--- src/rtl/rs_issue_req.sv ---
// rtl/rs_issue_req.sv - reservation-station issue request/grant tracker with starvation masking
`ifndef RS_SIZE
`define RS_SIZE 8
`endif

module rs_issue_req #(
    parameter int N            = `RS_SIZE,
    parameter int STARVE_LIMIT = 8
) (
    input  logic                 clock,
    input  logic                 reset,
    input  logic                 flush,
    input  logic                 alloc_en,
    input  logic [$clog2(N)-1:0] alloc_idx,
    input  logic [N-1:0]         wake,
    input  logic [N-1:0]         gnt,
    input  logic                 issue_stall,
    output logic [N-1:0]         req,
    output logic                 en,
    output logic                 issue_valid,
    output logic [$clog2(N)-1:0] issue_idx,
    output logic                 starve,
    output logic                 err
);
    localparam int IW = $clog2(N);
    localparam int CW = $clog2(STARVE_LIMIT + 1);
    localparam logic [CW-1:0] LIMIT = CW'(STARVE_LIMIT);

    typedef enum logic [1:0] {E_FREE, E_WAIT, E_READY, E_ISSUED} ent_t;

    ent_t          state_q [N];
    ent_t          state_d [N];
    logic [CW-1:0] cnt_q   [N];
    logic [CW-1:0] cnt_d   [N];
    logic          issue_valid_q, issue_valid_d;
    logic [IW-1:0] issue_idx_q, issue_idx_d;
    logic          err_q, err_d;

    logic [N-1:0]  ready_vec;
    logic [N-1:0]  starved_vec;
    logic [IW-1:0] gnt_idx;
    logic          load;
    logic          gnt_onehot;
    logic          valid_grant;
    logic          retire;

    always_comb begin
        ready_vec   = '0;
        starved_vec = '0;
        gnt_idx     = '0;
        for (int i = 0; i < N; i++) begin
            ready_vec[i]   = (state_q[i] == E_READY);
            starved_vec[i] = (state_q[i] == E_READY) && (cnt_q[i] == LIMIT);
            if (gnt[i]) gnt_idx = IW'(i);
        end
    end

    // Once anything is starved the selector only sees the starved entries.
    assign starve      = |starved_vec;
    assign req         = starve ? starved_vec : ready_vec;
    assign load        = (!issue_valid_q || !issue_stall) && (|ready_vec);
    assign en          = load;
    assign gnt_onehot  = (gnt != '0) && ((gnt & (gnt - N'(1))) == '0);
    assign valid_grant = load && gnt_onehot && ((gnt & ~req) == '0);
    assign retire      = issue_valid_q && !issue_stall;

    assign issue_valid = issue_valid_q;
    assign issue_idx   = issue_idx_q;
    assign err         = err_q;

    always_comb begin
        state_d       = state_q;
        cnt_d         = cnt_q;
        issue_valid_d = issue_valid_q;
        issue_idx_d   = issue_idx_q;
        err_d         = err_q;
        if (flush) begin
            for (int i = 0; i < N; i++) begin
                state_d[i] = E_FREE;
                cnt_d[i]   = '0;
            end
            issue_valid_d = 1'b0;
        end else begin
            if ((gnt != '0) && !valid_grant) err_d = 1'b1;
            if (alloc_en && (state_q[alloc_idx] != E_FREE)) err_d = 1'b1;
            for (int i = 0; i < N; i++) begin
                case (state_q[i])
                    E_FREE:   if (alloc_en && (alloc_idx == IW'(i)))
                                  state_d[i] = wake[i] ? E_READY : E_WAIT;
                    E_WAIT:   if (wake[i]) state_d[i] = E_READY;
                    E_READY:  if (valid_grant && gnt[i]) state_d[i] = E_ISSUED;
                    E_ISSUED: if (retire && (issue_idx_q == IW'(i))) state_d[i] = E_FREE;
                    default:  state_d[i] = E_FREE;
                endcase
                if ((state_q[i] == E_READY) && !(valid_grant && gnt[i]))
                    cnt_d[i] = (cnt_q[i] == LIMIT) ? cnt_q[i] : cnt_q[i] + CW'(1);
                else
                    cnt_d[i] = '0;
            end
            // A new grant can land in the same cycle the held issue retires.
            if (valid_grant) begin
                issue_valid_d = 1'b1;
                issue_idx_d   = gnt_idx;
            end else if (retire) begin
                issue_valid_d = 1'b0;
            end
        end
    end

    always_ff @(posedge clock) begin
        if (reset) begin
            for (int i = 0; i < N; i++) begin
                state_q[i] <= E_FREE;
                cnt_q[i]   <= '0;
            end
            issue_valid_q <= 1'b0;
            issue_idx_q   <= '0;
            err_q         <= 1'b0;
        end else begin
            for (int i = 0; i < N; i++) begin
                state_q[i] <= state_d[i];
                cnt_q[i]   <= cnt_d[i];
            end
            issue_valid_q <= issue_valid_d;
            issue_idx_q   <= issue_idx_d;
            err_q         <= err_d;
        end
    end
endmodule

--- config.mk ---
export PLATFORM = sky130hd
export DESIGN_NAME = rs_issue_req
export DESIGN_NICKNAME = d
export VERILOG_FILES = /design/src/rtl/rs_issue_req.sv
export SDC_FILE = /design/constraint.sdc
export NUM_CORES = 1
export LEC_CHECK = 0
export BUFFER_PORTS_ARGS = -buffer_cell sky130_fd_sc_hd__buf_2
export CORE_ASPECT_RATIO = 0.5
export CORE_UTILIZATION = 41
export CTS_CLUSTER_DIAMETER = 80
export DETAILED_ROUTE_END_ITERATION = 6
export PLACE_DENSITY = 0.55
export SYNTH_ARGS = -nofsm -noshare
export SYNTH_HDL_FRONTEND = slang
export SYNTH_SLANG_ARGS = --single-unit
export TNS_END_PERCENT = 50
--- constraint.sdc ---
create_clock -name clock -period 4.6 [get_ports clock]
set_input_delay 0.69 -clock clock [delete_from_list [all_inputs] [get_ports clock]]
set_output_delay 0.69 -clock clock [all_outputs]
set_load 0.05 [all_outputs]
==> run summary, run 1 <==
Status = finished, final reports clean
Leakage power = 0.001840 µW
Boundary pin count = 39
HP Class = flop to flop
Clock transition at path regs = 0.08 ns
Worst Path Buf+Inv = 3
Worst slew pin tran = 0.4939 ns
Post-route setup TNS = 0 ns
Vias/cell = 5.809
Vias in the first global route = 3,650
Data arrival time of the critical path = 2.68 ns
Max Root-Sink Buffers = 2
Drt first pass iters = 5
Number of setup buffers added after CTS = 0
Post-synth ARST share = 0%
Core Area = 10,280 µm²
Syn_area_per_cell = 8.637 µm²
Switching portion of total power = 30.79%
Pins Over Slew Limit = 0
R2R Path Start = state_q[2]
Clock insertion delay at the later pin of the skew report = 0.31 ns
Maximum number of pins on one net before global-route repair = 34
RSZ-0062 raised after global routing = no
Internal power = 733.5 µW
Family with the most delay on the worst path = simple AND/OR/NAND/NOR gates
Initial antenna violation count = 0
CTS H-tree lvls = 2
Via count = 3,933
Area post-placement = 4652 µm²
Hold buffers post-CTS = 0
Clock Sinks = 53
Mapped Nets = 585
Setup crit start kind = flop
CTS buffer count = 5
Area Growth Syn to Fin = 9.877%
Final Wtd Congestion = 0.9055
Input/output buffers = 38
Routed wire per std cell = 18.20 µm
Worst slack at placement = 1.076 ns
Final Setup Violations = 0
Yosys cell types = 66
Tot GR Track Use = 23.17%
Post-CTS sizing = 0
Final HPWL from detailed placement = 9146 µm
CTS tree = done
Number of enable flip-flop cells after synthesis = 0
Most frequent cells in the layout = 55 x ha_1, 53 x dfxtp_1, 46 x nand2_1, 41 x inv_1, 38 x buf_2
Combinational fraction of design power = 17.2%
Slowest stage delay, CP = 0.36 ns
Root Buffer Master = clkbuf_16
Initial Utilization = 42.51%
Die area = 11,100 µm²
Slowest CP cell = dfxtp_1
First-pass GRT wire length = 19,580 µm
Clk pwr share = 38.2%
Final nets = 615
Seq/Total Area, Yosys = 24.28%
Rows = 26
Final setup margin = 1.234 ns
Die Span X = 148.0 µm
Fin area = 4802 µm²
YS warnings = 0
Commonest non-fill, non-tap cell in the layout = ha_1
FF+latch count, synth = 53
Die H = 75.01 µm
Drt drc = 0
WL final = 12,320 µm
Pwr dens = 220.7 nW/µm²
Crit. End Element = primary output
Clock Skews = 0.004098 ns
Critical Path Start = cnt_q[24]
Crit path max fanout = 7
Final min period = 3.366 ns
Share of layout cells above drive strength 1 = 13.97%
Worst path cell trace = inv_1, ha_1, and3b_1, a22oi_1, and3_1, and3_1, inv_1, a21oi_1, buf_2
Global route total overflow = 0
Min-delay src = issue_valid
Antenna diodes = 0
Post-DRT Antenna Nets = 0
Required time of the critical path = 3.91 ns
Critical path type = flop to primary output
Predominant post-synthesis flop cell = dfxtp_1
Max-Cap Viols = 0
Peak Freq = 0.2971 GHz
Syn Inst Count = 506
Flop pwr share = 44.6%
1st-iter DRT viols = 239
Final hold vios = 0
Psw = 326.4 µW
Peak VDD IR = 0.0001525 V
Syn Std Cell Area = 4370 µm²
Max_slew headroom = 67.07%
Final Cycle Share = 73.17%
[power groups by stage]
stage	logic, µW	clock network, µW	registers [µW]
floorplan	123	0	485
finish	182	405	473
global route	199	428	474
detailed placement	180	0	484
global placement	179	0	484
CTS	180	412	473
[stage by stage]
step	hold slack [ns]	utilization, %	total power (µW)	instances
after floorplan	0.4766	-	608.6	506
after global placement	0.4964	45.25	662.8	669
after detailed placement	0.4905	45.25	663.5	669
after CTS	0.5054	46.71	1065	677
after global routing	0.5382	46.71	1100	677
final	0.5030	46.71	1060	677
[sequential cells by signal (all words and copies together), names as in the netlist]
register,cells
cnt_q,32
state_q,16
issue_idx,3
err,1
issue_valid,1
[cells in the mapped netlist (7+ instances only)]
| cell | number | area (µm²) |
|---|---|---|
| nand2b_1 | 15 | 93.84 |
| nand4_1 | 8 | 50.05 |
| dfxtp_1 | 53 | 1061 |
| a211oi_1 | 36 | 270.3 |
| nand2_1 | 46 | 172.7 |
| o21ai_0 | 17 | 85.08 |
| a22oi_1 | 7 | 52.55 |
| mux2i_1 | 10 | 100.1 |
| nor3_1 | 7 | 35.03 |
| inv_1 | 41 | 153.9 |
| xor2_1 | 9 | 78.83 |
| buf_2 | 7 | 35.03 |
| a21oi_1 | 12 | 60.06 |
| nand3b_1 | 8 | 60.06 |
| xnor2_1 | 10 | 87.58 |
| a221oi_1 | 7 | 61.31 |
| mux2_2 | 7 | 78.83 |
| ha_1 | 55 | 688.2 |
| nand3_1 | 14 | 70.07 |
| o31ai_1 | 10 | 75.07 |
| nand4b_1 | 7 | 61.31 |
| nor2_1 | 18 | 67.56 |
| a2111oi_0 | 7 | 61.31 |
[logic make-up (layout without fill, tap and decap cells)]
family	after synthesis	count (layout)	synth area share [%]
multiplexers	18	18	4.609
XOR/XNOR	19	19	3.808
buffers and inverters	61	92	6.355
AO/OA/AOI/OAI	141	141	24.48
flip-flops	53	53	24.28
adder cells (fa/ha/maj)	55	55	15.75
AND/OR/NAND/NOR	159	159	20.73
[final cells by class]
class                      count  area [µm²]
multi-input combinational    392        3034
inverter                      41       153.9
tap                          140       175.2
fill                        1055        5478
sequential                    53        1061
timing repair buffer          43       227.7
clock inverter                 3       25.02
clock buffer                   5       125.1
[final timing paths]
check / slack, ns / cells past startpoint / to
setup / recovery: 1.23 / 9 / req[1]
hold / removal: 0.50 / 2 / issue_valid
setup reg to reg: 1.80 / 10 / cnt_q[22]
hold reg to reg: 0.50 / 2 / issue_valid
[metal layers]
metal | vias up | global-route usage [%] | routed length (µm)
met5 | - | 0 | 0
met2 | 76 | 37.19 | 5193
li1 | 1964 | - | -
met4 | 0 | 5.498 | 116
met3 | 12 | 3.515 | 441
met1 | 1881 | 32.93 | 6573
[tightest hold or removal path: cells and delay by family (launching register included)]
kind	cells	cell delay, ns
AO/OA/AOI/OAI	1	0.06
AND/OR/NAND/NOR	1	0.07
flip-flops	1	0.33
Note: power is estimated with default switching activity, not from simulation.
==> inputs of run 2 (changes only) <==
- clock period: 4.6 -> 3.3 ns (I/O delays scaled with it)
==> run 2 against run 1 <==
  * Count of clock-buffer cells in the layout up 1
  * Clock power increased by 32%
  * Cell count up 0.59%
  * Register-to-register slack got worse by 1.3 ns
  * Die area unchanged
  * Flip-flop and latch count unchanged
  * Sequential power rose by 40%
  * Core utilization is 0.35 points higher
  * Critical path type unchanged
  * Critical endpoint is now req[6]
==> run summary, run 2 (synthesis results as in run 1) <==
Status = finished, final reports clean (unchanged)
Final Setup Violations = 0 (unchanged)
Root Buffer Master = clkbuf_16 (unchanged)
CTS buffer count = 5 (unchanged)
Worst slew pin tran = 0.5889 ns (was 0.4939 ns)
Antenna diodes = 0 (unchanged)
Initial antenna violation count = 0 (unchanged)
Share of layout cells above drive strength 1 = 14.42% (was 13.97%)
Drt drc = 0 (unchanged)
First-pass GRT wire length = 19,440 µm (was 19,580 µm)
Hold buffers post-CTS = 0 (unchanged)
Leakage power = 0.001854 µW (was 0.001840 µW)
Area post-placement = 4695 µm² (was 4652 µm²)
Peak VDD IR = 0.0001449 V (was 0.0001525 V)
Drt first pass iters = 5 (unchanged)
Max-Cap Viols = 0 (unchanged)
Routed wire per std cell = 18.24 µm (was 18.20 µm)
Fin area = 4838 µm² (was 4802 µm²)
Via count = 3,980 (was 3,933)
CTS H-tree lvls = 2 (unchanged)
Crit. End Element = primary output (unchanged)
Maximum number of pins on one net before global-route repair = 33 (was 34)
Post-DRT Antenna Nets = 0 (unchanged)
Pins Over Slew Limit = 0 (unchanged)
Final Wtd Congestion = 0.8055 (was 0.9055)
R2R Path Start = state_q[6] (was state_q[2])
Rows = 26 (unchanged)
Critical path type = flop to primary output (unchanged)
Global route total overflow = 0 (unchanged)
Final min period = 2.884 ns
Clock Skews = 0.002574 ns (was 0.004098 ns)
Crit path max fanout = 6 (was 7)
CTS tree = done (unchanged)
HP Class = primary input to flop (was flop to flop)
Die Span X = 148.0 µm (unchanged)
Most frequent cells in the layout = 55 x ha_1, 53 x dfxtp_1, 46 x nand2_1, 41 x inv_1, 38 x buf_2 (unchanged)
Data arrival time of the critical path = 2.39 ns (was 2.68 ns)
Final hold vios = 0 (unchanged)
Boundary pin count = 39 (unchanged)
Post-route setup TNS = 0 ns (unchanged)
Pwr dens = 300.5 nW/µm² (was 220.7 nW/µm²)
WL final = 12,420 µm (was 12,320 µm)
Clock Sinks = 53 (unchanged)
Core Area = 10,280 µm² (unchanged)
Number of setup buffers added after CTS = 0 (unchanged)
Min-delay src = reset (was issue_valid)
Vias in the first global route = 3,537 (was 3,650)
Max_slew headroom = 60.59% (was 67.07%)
1st-iter DRT viols = 304 (was 239)
Hold path depth = 2 (unchanged)
Clock insertion delay at the later pin of the skew report = 0.29 ns (was 0.31 ns)
Die area = 11,100 µm² (unchanged)
Most flops, register = cnt_q (unchanged)
Final nets = 619 (was 615)
Initial Utilization = 42.51% (unchanged)
Worst r2r dst = state_q[0] (was cnt_q[22])
Max Root-Sink Buffers = 2 (unchanged)
R2r worst-path depth = 9 (was 10)
R2R Setup Slk = 0.55 ns (was 1.80 ns)
Required time of the critical path = 2.80 ns (was 3.91 ns)
Post-CTS sizing = 0 (unchanged)
RSZ-0062 raised after global routing = no (unchanged)
Clock transition at path regs = 0.07 ns (was 0.08 ns)
Max FFs per register = 32 (unchanged)
Final HPWL from detailed placement = 9235 µm (was 9146 µm)
Die H = 75.01 µm (unchanged)
Commonest non-fill, non-tap cell in the layout = ha_1 (unchanged)
Peak Freq = 0.3467 GHz
Input/output buffers = 38 (unchanged)
Worst Hold End = issue_idx[2] (was issue_valid)
Tot GR Track Use = 22.96% (was 23.17%)
Vias/cell = 5.844 (was 5.809)
Area Growth Syn to Fin = 10.71% (was 9.877%)
Final Cycle Share = 87.40%
Setup crit start kind = flop (unchanged)
-- run 2: how the worst max path moves through the flow --
stage / start / to / slack (ns)
6_report: cnt_q[8] / req[6] / 0.42
5_1_grt: cnt_q[16] / req[1] / 0.28
4_1_cts: cnt_q[24] / req[1] / 0.39
3_5_place_dp: gnt[3] / state_q[6] / 0.28
3_3_place_gp: gnt[3] / state_q[0] / 0.32
2_1_floorplan: cnt_q[16] / req[1] / 0.15
-- run 2: per-layer routing --
layer  GRT usage, %  vias to the layer above  routed length (µm)
li1               -                     1968                   -
met1          32.94                     1927                6364
met2          36.36                       79                5417
met3          4.606                        6                 579
met4          3.436                        0                  61
met5              0                        -                   0
-- run 2: final cells by class --
type,count,area (µm²)
clock buffers,6,128.9
clock inverters,2,15.01
fillers,1056,5441
inverters,41,153.9
multi-input cells,392,3034
flip-flops and latches,53,1061
well taps,140,175.2
repair buffers,47,270.3
-- run 2: through the flow --
step | total power [µW] | util [%] | setup WS, ns | hold slack [ns] | instances
after floorplan | 848.8 | - | 0.1457 | 0.4766 | 506
after global placement | 931.9 | 45.67 | 0.3171 | 0.4961 | 673
after detailed placement | 931.5 | 45.67 | 0.2806 | 0.5001 | 673
after CTS | 1465 | 47.07 | 0.3920 | 0.4570 | 681
after global routing | 1523 | 47.07 | 0.2839 | 0.4852 | 681
final | 1454 | 47.07 | 0.4158 | 0.4637 | 681
-- run 2: critical path, stage by stage, from the launching register on --
cell	delay, ns
dfxtp_1	0.38
inv_1	0.09
ha_1	0.23
and3b_1	0.24
a22oi_1	0.18
and3_1	0.23
and3_1	0.18
buf_4	0.15
o21a_1	0.14
buf_2	0.27
-- run 2: report_power, final --
part / switching [µW] / internal (µW)
clock network: 252 / 282
logic: 168 / 90.9
registers: 12.0 / 648
==> inputs of run 3 (changes only) <==
- CELL_PAD_IN_SITES_DETAIL_PLACEMENT: unset -> 1
- CELL_PAD_IN_SITES_GLOBAL_PLACEMENT: unset -> 2
- CORE_UTILIZATION: 41 -> 37
- PLACE_DENSITY: 0.55 -> 0.76
==> run 3 against run 2 <==
  * Flip-flop and latch count did not move
  * Cell count rose by 3.1%
  * Non-clock buffer count rose by 2
  * Critical path depth did not move
  * Power rose by 7.8%
  * Via count rose by 1.9%
  * Core utilization fell by 3.6 points
  * First-iteration DRC count fell by 36%
  * Combinational power rose by 2%
  * Critical endpoint unchanged
  * Largest cell class unchanged
  * Largest power group unchanged
==> run summary, run 3 (synthesis results as in run 1) <==
Final nets = 621 (was 619)
Hold buffers post-CTS = 0 (unchanged)
Max FFs per register = 32 (unchanged)
Post-route setup TNS = 0 ns (unchanged)
CTS tree = done (unchanged)
Area occupied by multi-input gates = 3034 µm² (unchanged)
Core Area = 11,250 µm² (was 10,280 µm²)
CTS buffer count = 5 (unchanged)
Worst path cell trace = inv_1, ha_1, and3b_1, a22oi_1, and3_1, and3_1, buf_4, o21a_1, buf_2 (unchanged)
Hold path depth = 2 (unchanged)
Leakage power = 0.001884 µW (was 0.001854 µW)
Commonest non-fill, non-tap cell in the layout = ha_1 (unchanged)
Crit path max fanout = 6 (unchanged)
Area Growth Syn to Fin = 11.88% (was 10.71%)
Boundary pin count = 39 (unchanged)
Pwr dens = 320.6 nW/µm² (was 300.5 nW/µm²)
Peak VDD IR = 0.0001753 V (was 0.0001449 V)
Tot GR Track Use = 23.68% (was 22.96%)
Clock Skews = 0.01002 ns (was 0.002574 ns)
Initial antenna violation count = 0 (unchanged)
Vias/cell = 5.775 (was 5.844)
Die Span X = 155.7 µm (was 148.0 µm)
Drt drc = 0 (unchanged)
Area post-placement = 4721 µm² (was 4695 µm²)
Worst r2r dst = state_q[4] (was state_q[0])
R2R Path Start = state_q[10] (was state_q[6])
Fin area = 4890 µm² (was 4838 µm²)
Clock transition at path regs = 0.09 ns (was 0.07 ns)
R2R Setup Slk = 0.38 ns (was 0.55 ns)
Antenna diodes = 0 (unchanged)
Data arrival time of the critical path = 2.43 ns (was 2.39 ns)
Clock Sinks = 53 (unchanged)
Final Wtd Congestion = 0.8068 (was 0.8055)
Die area = 12,280 µm² (was 11,100 µm²)
Setup crit start kind = flop (unchanged)
Crit. End Element = primary output (unchanged)
Initial Utilization = 38.85% (was 42.51%)
Post-DRT Antenna Nets = 0 (unchanged)
Total chip power = 1568 µW (was 1454 µW)
Worst Hold End = issue_idx[0] (was issue_idx[2])
Required time of the critical path = 2.80 ns (about the same)
RSZ-0062 raised after global routing = no (unchanged)
Critical path type = flop to primary output (unchanged)
Final Setup Violations = 0 (unchanged)
Most flops, register = cnt_q (unchanged)
Most frequent cells in the layout = 55 x ha_1, 53 x dfxtp_1, 46 x nand2_1, 41 x inv_1, 38 x buf_2 (unchanged)
Rows = 27 (was 26)
Fin util = 43.47% (was 47.07%)
Max Root-Sink Buffers = 2 (unchanged)
Final setup margin = 0.3703 ns (was 0.4158 ns)
Max-Cap Viols = 0 (unchanged)
R2r worst-path depth = 9 (unchanged)
WL final = 13,860 µm (was 12,420 µm)
Via count = 4,054 (was 3,980)
Final HPWL from detailed placement = 10,400 µm (was 9235 µm)
Final hold vios = 0 (unchanged)
Vias in the first global route = 4,040 (was 3,537)
HP Class = primary input to flop (unchanged)
Peak Freq = 0.3413 GHz (was 0.3467 GHz)
1st-iter DRT viols = 196 (was 304)
Routed wire per std cell = 19.74 µm (was 18.24 µm)
Post-CTS sizing = 0 (unchanged)
Status = finished, final reports clean (unchanged)
Pins Over Slew Limit = 0 (unchanged)
Min-delay src = reset (unchanged)
Fillers = 1,346 (was 1,056)
Maximum number of pins on one net before global-route repair = 21 (was 33)
Drt first pass iters = 4 (was 5)
Share of layout cells above drive strength 1 = 14.92% (was 14.42%)
Root Buffer Master = clkbuf_16 (unchanged)
Slowest CP cell = dfxtp_1 (unchanged)
Input/output buffers = 38 (unchanged)
Reg area = 1061 µm² (unchanged)
CTS H-tree lvls = 2 (unchanged)
Worst slew pin tran = 0.5396 ns (was 0.5889 ns)
Final min period = 2.930 ns (was 2.884 ns)
Worst slack at placement = 0.2150 ns (was 0.2806 ns)
Global route total overflow = 0 (unchanged)
Die H = 78.85 µm (was 75.01 µm)
Most frequent CP cell = and3_1 (unchanged)
Number of setup buffers added after CTS = 0 (unchanged)
Max_slew headroom = 64.03% (was 60.59%)
Clock insertion delay at the later pin of the skew report = 0.31 ns (was 0.29 ns)
First-pass GRT wire length = 22,400 µm (was 19,440 µm)
Slowest stage delay, CP = 0.37 ns (was 0.38 ns)
Final Cycle Share = 88.78% (was 87.40%)
-- run 3: cell types whose count changed in the layout (fill, tap and decap cells not counted) --
cell,before,now
clkbuf_1,1,0
inv_6,0,1
buf_4,8,11
buf_12,1,0
clkinvlp_4,2,0
clkinv_2,0,1
bufinv_16,0,1
-- run 3: cell type report --
| cell class | instances | area share (%) |
|---|---|---|
| flip-flops and latches | 53 | 21.70 |
| clock buffers | 5 | 2.559 |
| well taps | 159 | 4.069 |
| inverters | 41 | 3.147 |
| repair buffers | 49 | 5.578 |
| clock inverters | 3 | 0.8956 |
| multi-input cells | 392 | 62.05 |
-- run 3: where the power goes --
| part | total [µW] | switching (µW) | internal (µW) | leakage [µW] |
|---|---|---|---|---|
| registers | 659 | 10.6 | 648 | 0.000428 |
| logic | 265 | 173 | 91.6 | 0.00137 |
| clock network | 644 | 283 | 361 | 0.0000842 |
| total | 1570 | 467 | 1100 | 0.00188 |
-- run 3: layer usage --
layer | wire, µm | track usage [%] | vias up
met5 | 0 | 0 | -
li1 | - | - | 1970
met3 | 766 | 3.384 | 8
met1 | 7043 | 34.67 | 2000
met4 | 70 | 3.627 | 0
met2 | 5978 | 37.17 | 76
-- run 3: metrics by stage --
step | hold slack (ns) | std cells
3_3_place_gp | 0.5013 | 694
6_report | 0.4574 | 702
3_5_place_dp | 0.5053 | 694
2_1_floorplan | 0.4766 | 506
4_1_cts | 0.4603 | 702
5_1_grt | 0.4608 | 702
-- run 3: how the worst max path moves through the flow --
stage / startpoint / to / depth (start not counted)
floorplan: cnt_q[16] / req[1] / 9
global placement: gnt[3] / state_q[3] / 7
detailed placement: gnt[3] / state_q[7] / 7
CTS: cnt_q[16] / req[0] / 9
global route: cnt_q[4] / req[0] / 9
finish: cnt_q[4] / req[6] / 9
-- run 3: critical path: cells and delay by family (launching register included) --
kind / cells / cell delay [ns]
and+or+nand+nor: 3 / 0.66
buffers and inverters: 3 / 0.52
DFF: 1 / 0.37
AOI/OAI and AO/OA: 2 / 0.36
adders and majority gates: 1 / 0.23
